===== config.mk =====
export PLATFORM = sky130hd
export DESIGN_NAME = vga_timing_gen
export DESIGN_NICKNAME = d
export VERILOG_FILES = /design/src/rtl/vga_timing_gen.sv
export SDC_FILE = /design/constraint.sdc
export NUM_CORES = 1
export LEC_CHECK = 0
export CAP_MARGIN = 40
export CORE_AREA = 3 3 65 67
export DETAILED_ROUTE_END_ITERATION = 6
export DIE_AREA = 0 0 68 70
export SLEW_MARGIN = 10
export SYNTH_ARGS = -nofsm -noshare
export SYNTH_HDL_FRONTEND = slang
export SYNTH_SLANG_ARGS = --single-unit

===== constraint.sdc =====
create_clock -name CLK -period 2.04 [get_ports CLK]
set_input_delay 0.612 -clock CLK [delete_from_list [all_inputs] [get_ports CLK]]
set_output_delay 0.612 -clock CLK [all_outputs]
set_load 0.01 [all_outputs]

===== src/rtl/vga_timing_gen.sv =====
// vga_timing_gen: VGA raster timing generator (column/row counters, H/V sync,
// visible-area flag and frame-start pulse).
// Optional feature macro: VGA_FRAME_CNT_EN adds a 16-bit Frame_Count output.
// All outputs are registered from the same next-state values, so counters,
// syncs and Active never skew relative to each other.
module vga_timing_gen #(
    parameter int H_ACTIVE = 640,
    parameter int H_FRONT  = 16,
    parameter int H_SYNC   = 96,
    parameter int H_BACK   = 48,
    parameter int V_ACTIVE = 480,
    parameter int V_FRONT  = 10,
    parameter int V_SYNC   = 2,
    parameter int V_BACK   = 33,
    parameter bit SYNC_POL = 1'b0
) (
    input  logic        CLK,
    input  logic        RST,
    input  logic        EN,
    output logic        H_Sync,
    output logic        V_Sync,
    output logic [9:0]  CountCol,
    output logic [9:0]  CountRow,
    output logic        Active,
    output logic        Frame_Start
`ifdef VGA_FRAME_CNT_EN
    ,
    output logic [15:0] Frame_Count
`endif
);

    localparam int H_TOTAL = H_ACTIVE + H_FRONT + H_SYNC + H_BACK;
    localparam int V_TOTAL = V_ACTIVE + V_FRONT + V_SYNC + V_BACK;

    // Counters are 10 bits wide, so neither total may exceed 1024. Every phase
    // needs at least one cycle because each FSM state must be visited.
    if (H_TOTAL > 1024 || V_TOTAL > 1024) begin : g_total_chk
        $error("vga_timing_gen: H_TOTAL/V_TOTAL must be <= 1024");
    end
    if (H_ACTIVE < 1 || H_FRONT < 1 || H_SYNC < 1 || H_BACK < 1 ||
        V_ACTIVE < 1 || V_FRONT < 1 || V_SYNC < 1 || V_BACK < 1) begin : g_phase_chk
        $error("vga_timing_gen: every timing phase must be at least 1");
    end

    // Last column/row of each phase; the FSMs leave a phase from these values.
    localparam logic [9:0] H_ACT_END = 10'(H_ACTIVE - 1);
    localparam logic [9:0] H_FP_END  = 10'(H_ACTIVE + H_FRONT - 1);
    localparam logic [9:0] H_SY_END  = 10'(H_ACTIVE + H_FRONT + H_SYNC - 1);
    localparam logic [9:0] H_LAST    = 10'(H_TOTAL - 1);
    localparam logic [9:0] V_ACT_END = 10'(V_ACTIVE - 1);
    localparam logic [9:0] V_FP_END  = 10'(V_ACTIVE + V_FRONT - 1);
    localparam logic [9:0] V_SY_END  = 10'(V_ACTIVE + V_FRONT + V_SYNC - 1);
    localparam logic [9:0] V_LAST    = 10'(V_TOTAL - 1);

    typedef enum logic [1:0] {H_ACT, H_FP, H_SY, H_BP} h_state_e;
    typedef enum logic [1:0] {V_ACT, V_FP, V_SY, V_BP} v_state_e;

    h_state_e    h_state_q, h_state_d;
    v_state_e    v_state_q, v_state_d;
    logic [9:0]  col_q, col_d, row_q, row_d;
    logic        hs_q, hs_d, vs_q, vs_d, act_q, act_d, fs_q, fs_d;
    logic        line_wrap;

    // Pixel/line counters; the row only moves on the line-wrap edge.
    always_comb begin
        col_d     = col_q;
        row_d     = row_q;
        line_wrap = EN && (col_q == H_LAST);
        if (EN) begin
            if (line_wrap) begin
                col_d = '0;
                row_d = (row_q == V_LAST) ? '0 : row_q + 10'd1;
            end else begin
                col_d = col_q + 10'd1;
            end
        end
    end

    // Horizontal phase FSM: leaves each phase on its last enabled column.
    always_comb begin
        h_state_d = h_state_q;
        if (EN) begin
            case (h_state_q)
                H_ACT:   if (col_q == H_ACT_END) h_state_d = H_FP;
                H_FP:    if (col_q == H_FP_END)  h_state_d = H_SY;
                H_SY:    if (col_q == H_SY_END)  h_state_d = H_BP;
                H_BP:    if (col_q == H_LAST)    h_state_d = H_ACT;
                default: h_state_d = H_ACT;
            endcase
        end
    end

    // Vertical phase FSM: steps only on the line-wrap edge.
    always_comb begin
        v_state_d = v_state_q;
        if (line_wrap) begin
            case (v_state_q)
                V_ACT:   if (row_q == V_ACT_END) v_state_d = V_FP;
                V_FP:    if (row_q == V_FP_END)  v_state_d = V_SY;
                V_SY:    if (row_q == V_SY_END)  v_state_d = V_BP;
                V_BP:    if (row_q == V_LAST)    v_state_d = V_ACT;
                default: v_state_d = V_ACT;
            endcase
        end
    end

    // Outputs decoded from next state so they register alongside the counters.
    always_comb begin
        hs_d  = (h_state_d == H_SY) ? SYNC_POL : ~SYNC_POL;
        vs_d  = (v_state_d == V_SY) ? SYNC_POL : ~SYNC_POL;
        act_d = (h_state_d == H_ACT) && (v_state_d == V_ACT);
        fs_d  = line_wrap && (row_q == V_LAST);
    end

    // State, counter and output registers.
    always_ff @(posedge CLK or posedge RST) begin
        if (RST) begin
            h_state_q <= H_ACT;
            v_state_q <= V_ACT;
            col_q     <= '0;
            row_q     <= '0;
            hs_q      <= ~SYNC_POL;
            vs_q      <= ~SYNC_POL;
            act_q     <= 1'b1;
            fs_q      <= 1'b0;
        end else begin
            h_state_q <= h_state_d;
            v_state_q <= v_state_d;
            col_q     <= col_d;
            row_q     <= row_d;
            hs_q      <= hs_d;
            vs_q      <= vs_d;
            act_q     <= act_d;
            fs_q      <= fs_d;
        end
    end

    assign H_Sync      = hs_q;
    assign V_Sync      = vs_q;
    assign CountCol    = col_q;
    assign CountRow    = row_q;
    assign Active      = act_q;
    assign Frame_Start = fs_q;

`ifdef VGA_FRAME_CNT_EN
    logic [15:0] fc_q, fc_d;

    // Frame counter bumps on the same edge that raises Frame_Start.
    always_comb begin
        fc_d = fs_d ? fc_q + 16'd1 : fc_q;
    end

    // Frame counter register.
    always_ff @(posedge CLK or posedge RST) begin
        if (RST) fc_q <= '0;
        else     fc_q <= fc_d;
    end

    assign Frame_Count = fc_q;
`endif

endmodule

* Word-level counts from Yosys, hierarchy flattened
Cells that the tools add are included.
Widths: inputs -> output; s select.
** Storage, ports and cells
- Bits in registers :: 28
- Input port bits :: 3
- Output and inout bits :: 24
** Cells by class
- $add $sub $neg :: 2
- Eq/ne operators :: 16
- Mux-type cells :: 16
- Reductions and logical operators :: 8
** Operators with widths (number)
- $eq 10x10->1 const B :: 5
- $eq 10x9->1 const B :: 3
- $add 10x1->10 const B :: 2
- $mux 10 :: 2
- $mux 2 :: 10
- $pmux 2 s4 :: 2
- $eq 2x2->1 const B :: 6
- $logic_not 2->1 :: 4
- $eq 2x1->1 const B :: 2
- $logic_and 1x1->1 :: 3
- $mux 1 :: 2
- $reduce_and 2->1 :: 1

* Longest topological paths before layout
- Depth after elaboration :: 6
- Depth in mapped cells :: 7

* Worst setup path after synthesis
Ideal clock, no wire load.
- Kind :: flip-flop to flip-flop
- Start point :: register col_q[5] (netlist: CountCol[5])
- End point :: register row_q[9] (netlist: CountRow[9])
- Setup time :: 0.079 ns
- Arrival :: 1.760 ns
- Required time :: 1.961 ns
- Path slack :: 0.201 ns
- Stages on the path, launching flop included :: 6
- Clock period less this slack :: 1.839 ns
- Path through :: dfrtp_1 > or3b_4 > nor3_4 > and3_2 > and4_2 > mux2i_1
** On the way
- Cells in the longest elaborated chain, start to end :: 3
** Ends and longest elaborated chain
- start: declaration :: line 60 : logic [9:0] col_q, col_d, row_q, row_d;
- start signal: assignment :: line 129 : col_q <= col_d;
- $eq 10x10->1 :: line 68 : line_wrap = EN && (col_q == H_LAST);
- $logic_and 1x1->1 :: line 68
- $reduce_and 2->1 (no line)
- end signal: assignment :: line 130 : row_q <= row_d;
- end: declaration :: line 60
Every way passes these cells.
A chain may end at the register's enable or synchronous reset.

* Worst setup path after layout
- Start point :: input port EN
- End point :: register row_q[9] (netlist: CountRow[9])
** On the way
- Cells in the longest elaborated chain, start to end :: 2
** Ends and longest elaborated chain
- start: declaration :: line 19 : input logic EN,
- $logic_and 1x1->1 :: line 68
- $reduce_and 2->1 (no line) *
Every way passes the cells marked *; elsewhere a longest branch is shown, timed or not.

==> summary.md <==
| Metric | Value |
|---|---|
| Outcome | `complete, no violations` |
| P per Cell Area | `694.7 nW/µm²` |
| Most used DFF post-synth | `dfrtp_1` |
| CTS buffer count | `3` |
| Initial antenna violation count | `0` |
| PortBufs | `26` |
| Final hold viol count | `0` |
| Ports | `27` |
| Die height | `70 µm` |
| Slew Limit Fails | `0` |
| Worst setup EP type | `flip-flop` |
| Drt wl/cell | `13.30 µm` |
| Final setup fails | `0` |
| Worst VDD drop | `0.5634 mV` |
| Mapped cell area | `1486 µm²` |
| Asr flop ratio synth | `100.0%` |
| Sequential fraction of the synthesis area | `47.39%` |
| Post-CTS Setup Bufs | `0` |
| Worst Setup Start Kind | `input port` |
| Hold_ws | `0.5591 ns` |
| Register bit total from synthesis | `28` |
| Max-Cap Viols | `0` |
| Number of synthesized flops with an enable pin | `0` |
| Vias in the first global route | `1226` |
| P_leak | `0.9358 nW` |
| Relative slew slack | `76.43%` |
| Fin nets | `200` |
| CTS tree | `yes` |
| GRT Residual Overflow | `0` |
| CTS max path bufs | `2` |
| Antenna-violating nets left | `0` |
| Crit path time final | `1.973 ns` |
| Average size of a mapped cell | `10.32 µm²` |
| Clock slew at reported path FFs | `0.09 ns` |
| Slew @ Worst Pin | `0.3536 ns` |
| Post-DP HPWL | `2.431 mm` |
| Max FO, Critical Path | `3` |
| Vias | `1225` |
| Final WL | `3.192 mm` |
| TritonCTS Sinks | `28` |
| Storage cell area | `708.2 µm²` |
| Skew final | `0.001668 ns` |
| H-tree depth | `1` |
| Synth area leader | `dfrtp_1` |
| Fmax | `506.8 MHz` |
| RSZ-0062 raised after global routing | `yes` |
| Syn nets | `151` |
| Top post-synthesis cells by area | `dfrtp_1 (42%), dfstp_2 (5.3%), nand2_1 (3.8%)` |
| Synthesized instance count | `144` |
| Post-synth cell types | `44` |
| Hold WC Path Type | `reg2reg` |
| Synthesis-to-finish area growth | `36.20%` |
| Area occupied by multi-input gates | `733.2 µm²` |
| Period utilisation layout | `96.72%` |
| Core box area | `3689 µm²` |
| Final Util | `54.88%` |
| Drt drc | `0` |
| Global placer's final weighted congestion | `0.7236` |
| Initial Util | `40.30%` |
| Die Span X | `68 µm` |
| Req. time, crit path | `2.25 ns` |
| Num rows | `22` |
| Total die area | `4760 µm²` |
| Synth warn | `0` |
| Diode count | `0` |
| Most frequent cells in the layout | `clkdlybuf4s50_1 (26), dfrtp_1 (22), buf_4 (20)` |
| Root buffer cell | `clkbuf_8` |
| Via density | `5.104` |
| Largest net degree at the start of global routing | `29` |
| Yosys top cell area share | `42.09%` |
| Worst skew pair latency | `0.28 ns` |
| GRT Resource Usage Total | `15.03%` |
| First-pass GRT wire length | `5.575 mm` |
| Initial drt markers | `75` |
| Most common cell after layout, fill and taps aside | `clkdlybuf4s50_1` |
| Layout cells sized above 1 | `23.44%` |
| Sum Neg Setup Slack | `0 ns` |
| Cts hold-fix bufs | `0` |
| Filler cells | `363` |
| WP data arrival | `2.18 ns` |
| Worst Path Class, Setup | `in2reg` |
| TritonRoute pass-1 iters | `4` |
| Total power | `1.406 mW` |
[through the flow]
step,area (µm²),cells,setup WS [ns]
finish,2024,240,0.06688
global route,2024,240,-0.03296
CTS,2018,240,0.007543
detailed placement,1946,236,-0.2374
global placement,1946,236,-0.1473
floorplan,1486,144,0.2010
[per-layer routing]
metal	track usage [%]	routed length (µm)	vias up
met1	20.10	1522	587
met2	23.13	1494	27
met3	4.180	135	4
met4	4.857	40	0
met5	0	0	-
li1	-	-	607
[synthesized netlist by cell type, types with 2 or more instances]
library cell / count
a21oi_1: 2
a22o_1: 3
a31oi_1: 5
and2_1: 3
and3_2: 2
and4_1: 2
clkbuf_1: 2
dfrtp_1: 25
dfstp_2: 3
ha_1: 4
inv_1: 8
nand2_1: 15
nand2b_1: 4
nand3_1: 3
nand3b_1: 2
nand4_1: 4
nor2_1: 11
nor2b_1: 2
nor3_1: 2
nor3b_1: 2
o21ai_0: 9
xnor2_1: 5
xor2_1: 5
[worst max-delay path: stages]
cell,delay [ns]
clkdlybuf4s50_1,0.49
nand4_1,0.22
nor3_4,0.21
and3_2,0.25
and4_2,0.23
mux2i_1,0.17
[area by class of cell]
class,count,area share (%)
multi-input combinational,105,36.22
sequential,28,34.98
timing repair buffer,47,20.83
tap,48,2.967
clock buffer,3,2.040
clock inverter,1,1.483
inverter,8,1.483
[sequential cells by signal, indices dropped and copies added (netlist names)]
| register | cells |
|---|---|
| CountCol | 10 |
| CountRow | 10 |
| h_state_q | 2 |
| v_state_q | 2 |
| Active | 1 |
| Frame_Start | 1 |
| H_Sync | 1 |
| V_Sync | 1 |
[timing repair]
action,in CTS,in global routing
endpoints found under the hold margin,0,0
pin swaps,0,0
gates resized for setup,1,3
setup endpoints to repair,1,7
[report_power, final]
part	switching [mW]	total [mW]	leakage, nW	internal (mW)
registers	0.0769	0.684	0.356	0.607
logic	0.120	0.284	0.544	0.164
clock network	0.175	0.438	0.0357	0.263
[cells by family (layout without fill, tap and decap cells)]
family	Yosys count	after routing	synth area share [%]
adders and majority gates	4	4	3.367
and+or+nand+nor	64	64	27.61
AOI/OAI and AO/OA	25	25	11.03
xor gates and xnor gates	10	10	5.892
DFF	28	28	47.39
buffers and inverters	11	59	3.283
muxes	2	2	1.431
[path summary, 6_finish.rpt]
check                                  from           end  slack [ns]  cells after the start
worst max register to register  CountRow[1]   CountRow[0]        0.22                      7
worst min register to register  CountCol[7]   CountCol[7]        0.56                      1
worst max-delay path                     EN   CountRow[9]        0.07                      6
worst min-delay path            CountCol[7]   CountCol[7]        0.56                      1
min in group asynchronous               RST  h_state_q[0]        0.69                      3
max in group asynchronous               RST        V_Sync        1.05                      3
No activity file was read; power rests on OpenSTA's default activity.
